`src/rtl/op_sequencer.sv`:
```
// Walks the set bits of an opcode mask in ascending order, holding each opcode
// on the mux_case unit for DWELL cycles before sampling its result for a consumer.
module op_sequencer #(
    parameter int unsigned DWELL = 4
) (
    input  logic       clk,
    input  logic       rst_n,
    input  logic       start,
    input  logic [3:0] a_in,
    input  logic [3:0] b_in,
    input  logic [7:0] op_mask,
    output logic [3:0] A,
    output logic [3:0] B,
    output logic [2:0] N,
    input  logic [3:0] X,
    output logic       res_valid,
    input  logic       res_ready,
    output logic [2:0] res_n,
    output logic [3:0] res_x,
    output logic       busy,
    output logic       done,
    output logic [7:0] sig,
    output logic [3:0] count
);

    localparam logic [3:0] DWELL_LD = 4'(DWELL - 1);

    typedef enum logic [1:0] {
        S_IDLE,
        S_SETTLE,
        S_CAPTURE,
        S_DONE
    } state_t;

    state_t     state_q, state_d;
    logic [7:0] mask_q, mask_d;
    logic [3:0] dwell_q, dwell_d;
    logic [3:0] a_q, a_d;
    logic [3:0] b_q, b_d;
    logic [2:0] n_q, n_d;
    logic [2:0] res_n_q, res_n_d;
    logic [3:0] res_x_q, res_x_d;
    logic [7:0] sig_q, sig_d;
    logic [3:0] count_q, count_d;
    logic [7:0] mask_left;

    function automatic logic [2:0] lowest_bit(input logic [7:0] m);
        lowest_bit = 3'd0;
        for (int k = 7; k >= 0; k--) begin
            if (m[k]) lowest_bit = 3'(k);
        end
    endfunction

    // Mask with the opcode being handed off removed; decides whether the run continues.
    assign mask_left = mask_q & ~(8'b1 << res_n_q);

    always_comb begin
        state_d = state_q;
        mask_d  = mask_q;
        dwell_d = dwell_q;
        a_d     = a_q;
        b_d     = b_q;
        n_d     = n_q;
        res_n_d = res_n_q;
        res_x_d = res_x_q;
        sig_d   = sig_q;
        count_d = count_q;
        case (state_q)
            S_IDLE: begin
                if (start) begin
                    sig_d   = 8'h00;
                    count_d = 4'd0;
                    if (op_mask != 8'h00) begin
                        mask_d  = op_mask;
                        a_d     = a_in;
                        b_d     = b_in;
                        n_d     = lowest_bit(op_mask);
                        dwell_d = DWELL_LD;
                        state_d = S_SETTLE;
                    end else begin
                        state_d = S_DONE;
                    end
                end
            end
            S_SETTLE: begin
                if (dwell_q == 4'd0) begin
                    res_x_d = X;
                    res_n_d = n_q;
                    state_d = S_CAPTURE;
                end else begin
                    dwell_d = dwell_q - 4'd1;
                end
            end
            S_CAPTURE: begin
                if (res_ready) begin
                    sig_d   = {sig_q[6:0], sig_q[7]} ^ {1'b0, res_n_q, res_x_q};
                    count_d = count_q + 4'd1;
                    mask_d  = mask_left;
                    if (mask_left != 8'h00) begin
                        n_d     = lowest_bit(mask_left);
                        dwell_d = DWELL_LD;
                        state_d = S_SETTLE;
                    end else begin
                        state_d = S_DONE;
                    end
                end
            end
            S_DONE:  state_d = S_IDLE;
            default: state_d = S_IDLE;
        endcase
    end

    always_ff @(posedge clk) begin
        if (!rst_n) begin
            state_q <= S_IDLE;
            mask_q  <= 8'h00;
            dwell_q <= 4'd0;
            a_q     <= 4'd0;
            b_q     <= 4'd0;
            n_q     <= 3'd0;
            res_n_q <= 3'd0;
            res_x_q <= 4'd0;
            sig_q   <= 8'h00;
            count_q <= 4'd0;
        end else begin
            state_q <= state_d;
            mask_q  <= mask_d;
            dwell_q <= dwell_d;
            a_q     <= a_d;
            b_q     <= b_d;
            n_q     <= n_d;
            res_n_q <= res_n_d;
            res_x_q <= res_x_d;
            sig_q   <= sig_d;
            count_q <= count_d;
        end
    end

    assign A         = a_q;
    assign B         = b_q;
    assign N         = n_q;
    assign res_n     = res_n_q;
    assign res_x     = res_x_q;
    assign sig       = sig_q;
    assign count     = count_q;
    assign res_valid = (state_q == S_CAPTURE);
    assign busy      = (state_q == S_SETTLE) || (state_q == S_CAPTURE);
    assign done      = (state_q == S_DONE);

endmodule

```
`config.mk`:
```
export PLATFORM = sky130hd
export DESIGN_NAME = op_sequencer
export DESIGN_NICKNAME = d
export VERILOG_FILES = /design/src/rtl/op_sequencer.sv
export SDC_FILE = /design/constraint.sdc
export NUM_CORES = 1
export LEC_CHECK = 0
export CAP_MARGIN = 10
export CORE_MARGIN = 2
export CORE_UTILIZATION = 45
export DETAILED_ROUTE_END_ITERATION = 7
export HOLD_SLACK_MARGIN = 0.02
export PLACE_DENSITY = 0.84
export SYNTH_ARGS = -nofsm -noshare
export SYNTH_HDL_FRONTEND = slang
export SYNTH_SLANG_ARGS = --single-unit
```
`constraint.sdc`:
```
create_clock -name clk -period 2.46 [get_ports clk]
set_clock_uncertainty 0.1 [all_clocks]
set_input_delay 0.492 -clock clk [delete_from_list [all_inputs] [get_ports clk]]
set_output_delay 0.492 -clock clk [all_outputs]
set_load 0.02 [all_outputs]
```
======== Word level (Yosys, flattened, before mapping) ========
Index checks and enable logic that the tools add are counted.
word-level totals
  word-level logic and storage cells ...... 82
  memory bits (writable) .................. 0
  latch bits .............................. 0
  bits of input ports ..................... 24
  register bits ........................... 44
  memory bits (read-only) ................. 0
  memories ................................ 0
operators by class
  add/subtract/negate cells ............... 2
  reductions and logical operators ........ 14
  bitwise logic cells ..................... 3
  multipliers ............................. 0
  shifts and indexed selects .............. 1
  div/mod/pow operators ................... 0
  magnitude comparators ................... 0
  muxes and demuxes ....................... 43
  equality and inequality tests ........... 9
operator list
  operator                                          count
  2-to-1 mux 3 bit                                  20
  2-to-1 mux 8 bit                                  5
  one-hot mux 8 bit (2 select lines)                2
  2-to-1 mux 4 bit                                  7
  nonzero test 8 bit                                2
  one-hot mux 4 bit (3 select lines)                1
  2-to-1 mux 2 bit                                  5
  AND reduction 3 bit                               3
  AND 8 bit                                         1
  != test 2 bit, second input constant              4
  inverter 8 bit                                    1
  one-hot mux 2 bit (4 select lines)                1
  one-hot mux 4 bit (2 select lines)                1
  left shift 1 x 3 -> 8 bit, first input constant   1
  XOR 8 x 7 -> 8 bit                                1
  one-hot mux 3 bit (2 select lines)                1
  AND reduction 6 bit                               1
  AND reduction 5 bit                               1
  adder 4 x 1 -> 4 bit, second input constant       1
  == test 2 bit, second input constant              2
  zero test 4 bit                                   1
  != test 2 x 1 -> 1 bit, second input constant     2
  AND reduction 4 bit                               1
  subtractor 4 x 1 -> 4 bit, second input constant  1
  6 further kinds                                   6

======== Logic depth before layout (Yosys ltp) ========
Gate-level depths: netlist of the first run.
  depth after elaboration ................. 14
  mapped depth ............................ 8
  gate-level depth less buffers ........... 7

======== Worst setup path after synthesis of the first run ========
No wires, ideal clock.
  kind .................................... reg-to-reg
  start ................................... register state_q[0]
  end ..................................... register n_q[0], in the netlist N[0]
  clock period less this slack ............ 2110 ps
  data required time ...................... 2235 ps
  cell stages (with the launch flop) ...... 8
  path slack .............................. 350 ps
  library setup time ...................... 125 ps
  data arrival time ....................... 1885 ps
  path buffers ............................ 0
  cell sequence ........................... dfxtp_1 > inv_1 > ha_1 > nor3b_1 > a31oi_2 > or4b_4 > o211ai_1 > a31oi_1
between the ends
  word-level cells in the longest chain between the ends .. 3
  elaborated cells on any way between the ends .. 9
ends and longest elaborated chain
  element                                                                        line  text
  start: declaration                                                             35    state_t state_q, state_d;
  start signal: assignment                                                       126   state_q <= state_d;
  == test 2 bit *                                                                n/a
  via res_valid                                                                  16    output logic res_valid,
  != test 2 x 1 -> 1 bit (no source line) or nonzero test 2 bit (tied branches)  n/a
  AND reduction 5 bit (no source line)                                           n/a
  end signal: assignment                                                         131   n_q <= n_d;
  end: declaration                                                               40    logic [2:0] n_q, n_d;
Mark *: on every way through the listed nets, which the timed path passes. The rest lies on a longest branch.
A chain may end at the register's enable or synchronous reset.

======== Worst setup path in the final report of the first run ========
  start ................................... register state_q[0]
  end ..................................... output port busy
between the ends
  word-level cells in the longest chain between the ends .. 2
  elaborated cells on any way between the ends .. 3
ends and longest elaborated chain
  element                                                  line  text
  == test 2 x 1 -> 1 bit or == test 2 bit (tied branches)  147   assign busy = (state_q == S_SETTLE) || (state_q == S_CAPTURE);
  logical OR 1 bit *                                       147
  end: declaration                                         20    output logic busy,
Every way passes the cells marked *; elsewhere a longest branch is shown, timed or not.

==> out/metrics.csv, run 1 <==
stage;metric;value;unit
sta;max_freq;432;MHz
sta;finalSetupViolCount;0;
global_routing;top_usage_layer;met2;
hold_path;hold_path_class;reg -> reg;
global_routing;use_met2;33.9;%
global_routing;grt-ovfl-total;0;
sta;rsz0062_at_grt;no;
global_routing;grt_pass1_wl;10200;um
clock_tree;ctsHtreeMaxLevel;2;
critical_path;cp.required;1870;ps
finish;final_cell_mix;clkdlybuf4s50_1 (56), nor2_1 (45), dfxtp_1 (43);
finish;multiInputGateArea;1400;sq um
routing;drt_iter0_markers;164;
pwr;powerDensity;1050;nW/um^2
clock_tree;cts_tree;done;
routing;ant_nets;0;
critical_path;crit_type;reg -> out;
global_routing;antenna_found_initial;0;
hold_path;hold_depth;2;
routing;dr.pass1.iters;4;
synth;synth-seq-cells;44;
synth;synth_edf_count;0;
synth;yosysWarningCount;0;
sta;hold_violations;0;
sta;worst_slew_pin_slew;703;ps
sta;fin_crit;2310;ps
synth;synthFlopType;dfxtp_1;
run_status;status;finished, final reports clean;
die;io_pins;57;
place;gp_congestion;0.868;
synth;async_flop_share;0;%
hold_path;worstHoldEndpoint;A[0];
synth;synthesis.area;2350;sq um
die;coreArea;5070;sq um
place;place_inst;396;
critical_path;cp-start-kind;flop;
sta;finalCritPeriodShare;94.0;%
routing;via_per_inst;5.57;
clock_tree;cts_buffers;5;
finish;seq_area;882;sq um
critical_path;rr_worst_depth;7;
die;start_util;46.2;%
synth;syn_avg_cell_area;8.82;sq um
clock_tree;clockRootBuffer;clkbuf_8;
critical_path;reg2reg_to;state_q[1];
sta;relSlewSlack;52.8;%
synth;yosys.cell_types.count;54;
clock_tree;clockBufferDepth;2;
finish;insertedDiodeCount;0;
global_routing;grt_use_met3;7.46;%
global_routing;grt_pass1_vias;2161;
critical_path;cp.arrival;1720;ps
finish;fin_cells;404;
critical_path;rrSetupSlack;260;ps
run;maxCapViolCount;0;
synth;synth_nets;296;
die;die_y;76.2;um
global_routing;grt_max_degree;31;
finish;nNetsFinal;363;
finish;syn_to_final_growth;36.5;%
routing;wirelength;6060;um
clock_tree;clock_latency;310;ps
pwr;ir_drop;0.000531;V
finish;final_common_cell;clkdlybuf4s50_1;
finish;fillCellCount;421;
clock_tree;cts_setup_buffers;0;
routing;drt-wirelength-per-cell;15.0;um
finish;drive_above_1_share;12.3;%
critical_path;r2r-start;state_q[0];
global_routing;grt_use_total;21.2;%
clock_tree;clkSlewWorstSetupHoldPaths;90;ps
die;die_x;76.2;um
die;fp-row-count;26;
place;portBuffers;56;
clock_tree;cts.sinks;44;
critical_path;path_max_fanout;4;
routing;route.detailed.drc;0;
hold_path;hp-start;A[0];
sta;setup_tns;0;ps
global_routing;met1_usage;26.5;%
sta;slew_violations;0;
place;hpwl;4430;um
pwr;power.leakage;1.25;nW
critical_path;critPathCaptureType;output port;
die;dieArea;5810;sq um
routing;vias;2251;
synth;synth_cells;266;
synth;ys_seq_area_share;37.5;%
## sequential cells by signal, indices dropped and copies added (netlist names)
signal,count
count,4
B,4
N,3
sig,8
res_n,3
state_q,2
A,4
mask_q,8
dwell_q,4
res_x,4
## timing repair
item	4_1_cts	5_1_grt
hold buffers	0	0
gates resized for setup	0	2
setup endpoints to repair	0	1
## per-layer routing
layer	routed length, um	up-vias
li1	-	1086
met1	2650	1077
met2	2810	74
met3	507	14
met4	91	0
met5	0	-
## critical path, cell delays in order, from the launching register on
cell	delay, ps
dfxtp_1	400
inv_1	90
ha_1	310
clkdlybuf4s50_1	610
## cells in the mapped netlist (2+ instances only)
library cell / n / area (sq um)
a311oi_1: 2 / 17.5
mux2i_1: 18 / 180
xor2_1: 9 / 78.8
or3_1: 2 / 12.5
and3_1: 3 / 18.8
dfxtp_1: 44 / 881
and2_1: 2 / 12.5
a21oi_2: 2 / 17.5
nor2b_1: 7 / 43.8
o31ai_1: 2 / 15.0
nor2_1: 45 / 169
nand2_1: 16 / 60.1
a31oi_1: 3 / 18.8
o41ai_1: 2 / 17.5
o311ai_0: 2 / 17.5
a22oi_1: 10 / 75.1
nor4b_1: 2 / 17.5
a21boi_0: 5 / 37.5
inv_1: 7 / 26.3
clkbuf_1: 8 / 30.0
nand2b_1: 5 / 31.3
nor3_1: 3 / 15.0
ha_1: 6 / 75.1
o211ai_1: 2 / 15.0
o21ai_0: 14 / 70.1
o21bai_1: 4 / 30.0
a21oi_1: 12 / 60.1
buf_2: 3 / 15.0
## cells by family (layout without fill, tap and decap cells)
kind of cell	Yosys count	after routing	synth area share (%)
simple gates	98	98	22.2
flops	44	44	37.5
compound gates	70	70	21.5
fa+ha+maj	6	6	3.20
mux	20	20	8.80
buf+inv	19	87	3.36
xor+xnor	9	9	3.36
## power breakdown
| part | internal (mW) | switching [mW] | total [mW] |
|---|---|---|---|
| clock | 0.313 | 0.282 | 0.596 |
| sequential | 0.862 | 0.154 | 1.02 |
| combinational | 0.789 | 0.952 | 1.74 |
## worst max path at each step
stage / slack (ps) / start / end
5_1_grt: 50 / state_q[0] / state_q[1]
4_1_cts: 100 / state_q[0] / res_valid
6_report: 150 / state_q[0] / busy
3_3_place_gp: 90 / op_mask[4] / dwell_q[3]
3_5_place_dp: -20 / op_mask[4] / dwell_q[2]
2_1_floorplan: 350 / state_q[0] / N[0]
## per-stage QoR
stage          instance area, sq um  util [%]  power (mW)  hold WS [ps]  setup slack [ps]
3_5_place_dp                   3080      60.7        2.74           385             -22.7
2_1_floorplan                  2350         -        2.18           354               350
5_1_grt                        3200      63.1        3.58           441              49.5
4_1_cts                        3200      63.0        3.35           409              97.2
6_report                       3200      63.1        3.35           406               148
3_3_place_gp                   3080      60.7        2.70           371              88.4
## layout make-up
| class | count | area share, % |
|---|---|---|
| inverter | 7 | 0.820 |
| sequential | 44 | 27.5 |
| multi-input combinational | 203 | 43.6 |
| clock inverter | 3 | 1.56 |
| clock buffer | 5 | 2.15 |
| timing repair buffer | 72 | 21.6 |
| tap | 70 | 2.73 |
Power figures use the tool's default switching activity.
==> run 2: changes to the inputs <==
--- a/config.mk
+++ b/config.mk
@@ -10,6 +10,7 @@
 export CORE_UTILIZATION = 45
 export DETAILED_ROUTE_END_ITERATION = 7
 export HOLD_SLACK_MARGIN = 0.02
+export MAX_ROUTING_LAYER = met4
 export PLACE_DENSITY = 0.84
 export SYNTH_ARGS = -nofsm -noshare
 export SYNTH_HDL_FRONTEND = slang
==> run 2 against run 1 <==
  * Worst setup slack worse by 3.7 ps
  * Final cell count stayed put
  * Combinational power hardly changed
  * Critical endpoint unchanged
  * Largest power group unchanged
==> out/metrics.csv, run 2 (synthesis gave the netlist of run 1 again) <==
stage;metric;value;unit
run_status;status;finished, final reports clean;
sta;hold_violations;0;
sta;max_freq;432;MHz
routing;via_per_inst;5.55;
die;die_x;76.2;um
routing;vias;2241;
sta;relSlewSlack;53.3;%
global_routing;grt_pass1_vias;2159;
finish;nNetsFinal;363;
routing;ant_nets;0;
die;start_util;46.2;%
sta;holdWs;406;ps
global_routing;grt_max_degree;31;
global_routing;grt_use_total;21.8;%
clock_tree;clkSlewWorstSetupHoldPaths;90;ps
clock_tree;ctsHtreeMaxLevel;2;
die;coreArea;5070;sq um
clock_tree;cts_setup_buffers;0;
critical_path;crit_type;reg -> out;
sta;rsz0062_at_grt;no;
sta;worst_slew_pin_slew;695;ps
routing;dr.pass1.iters;4;
sta;slew_violations;0;
sta;fin_crit;2320;ps
critical_path;cp-start-kind;flop;
critical_path;path_max_fanout;4;
finish;fin_cells;404;
hold_path;hold_path_class;reg -> reg;
finish;drive_above_1_share;12.3;%
global_routing;grt_pass1_wl;10200;um
clock_tree;cts.sinks;44;
clock_tree;clockBufferDepth;2;
global_routing;antenna_found_initial;0;
routing;drt-wirelength-per-cell;15.0;um
clock_tree;clockRootBuffer;clkbuf_8;
sta;setup_ws;144;ps
sta;finalCritPeriodShare;94.1;%
die;dieArea;5810;sq um
die;die_y;76.2;um
pwr;power.leakage;1.25;nW
routing;drt_iter0_markers;195;
pwr;power.total;3.35;mW
critical_path;cp.arrival;1720;ps
die;fp-row-count;26;
routing;route.detailed.drc;0;
clock_tree;cts_tree;done;
critical_path;cp.required;1870;ps
routing;wirelength;6060;um
finish;final_common_cell;clkdlybuf4s50_1;
place;gp_congestion;0.882;
place;place_inst;396;
clock_tree;cts_buffers;5;
place;portBuffers;56;
sta;finalSetupViolCount;0;
global_routing;grt-ovfl-total;0;
die;io_pins;57;
place;pre_cts_slack;-22.7;ps
pwr;powerDensity;1050;nW/um^2
finish;final_cell_mix;clkdlybuf4s50_1 (56), nor2_1 (45), dfxtp_1 (43);
clock_tree;clock_latency;310;ps
finish;syn_to_final_growth;36.5;%
finish;insertedDiodeCount;0;
place;hpwl;4430;um
run;maxCapViolCount;0;
pwr;ir_drop;0.000529;V
critical_path;critPathCaptureType;output port;
==> run 2: cell type report <==
cell class	instances	area, sq um
inverters	7	26.3
clock inverters	3	50.0
repair buffers	72	693
well taps	70	87.6
flip-flops and latches	44	882
multi-input cells	203	1400
fillers	421	1870
clock buffers	5	68.8
==> run 2: what timing repair did <==
action,4_1_cts,5_1_grt
hold buffers,0,0
setup endpoints to repair,0,1
resized for setup,0,2
==> run 2: metrics by stage <==
stage / TNS [ps] / cell area [sq um] / util, %
2_1_floorplan: 0 / 2350 / -
3_3_place_gp: 0 / 3080 / 60.7
3_5_place_dp: -22.7 / 3080 / 60.7
4_1_cts: 0 / 3200 / 63.0
5_1_grt: 0 / 3200 / 63.1
6_report: 0 / 3200 / 63.1
==> run 2: worst paths after layout <==
check | start | end | slack (ps) | cells past startpoint
worst max-delay path | state_q[0] | busy | 140 | 3
worst min-delay path | B[3] | B[3] | 410 | 2
worst min register to register | B[3] | B[3] | 410 | 2
worst max register to register | state_q[0] | state_q[1] | 300 | 7
==> run 2: worst max-delay path: stages (launching register included) <==
cell and delay (ps):
dfxtp_1 400, inv_1 90, ha_1 310, clkdlybuf4s50_1 610
==> run 2: where the power goes <==
| part | leakage, nW | internal [mW] | switching (mW) |
|---|---|---|---|
| Combinational | 0.825 | 0.789 | 0.950 |
| Sequential | 0.360 | 0.862 | 0.154 |
| Clock | 0.0607 | 0.313 | 0.285 |
==> run 2: routing by layer <==
| layer | vias to the layer above | share of wire (%) | global-route usage [%] |
|---|---|---|---|
| li1 | 1088 | - | - |
| met5 | - | 0 | - |
| met2 | 61 | 47 | 34.1 |
| met1 | 1078 | 46 | 27.5 |
| met3 | 14 | 5.6 | 5.69 |
| met4 | 0 | 1.7 | 7.09 |
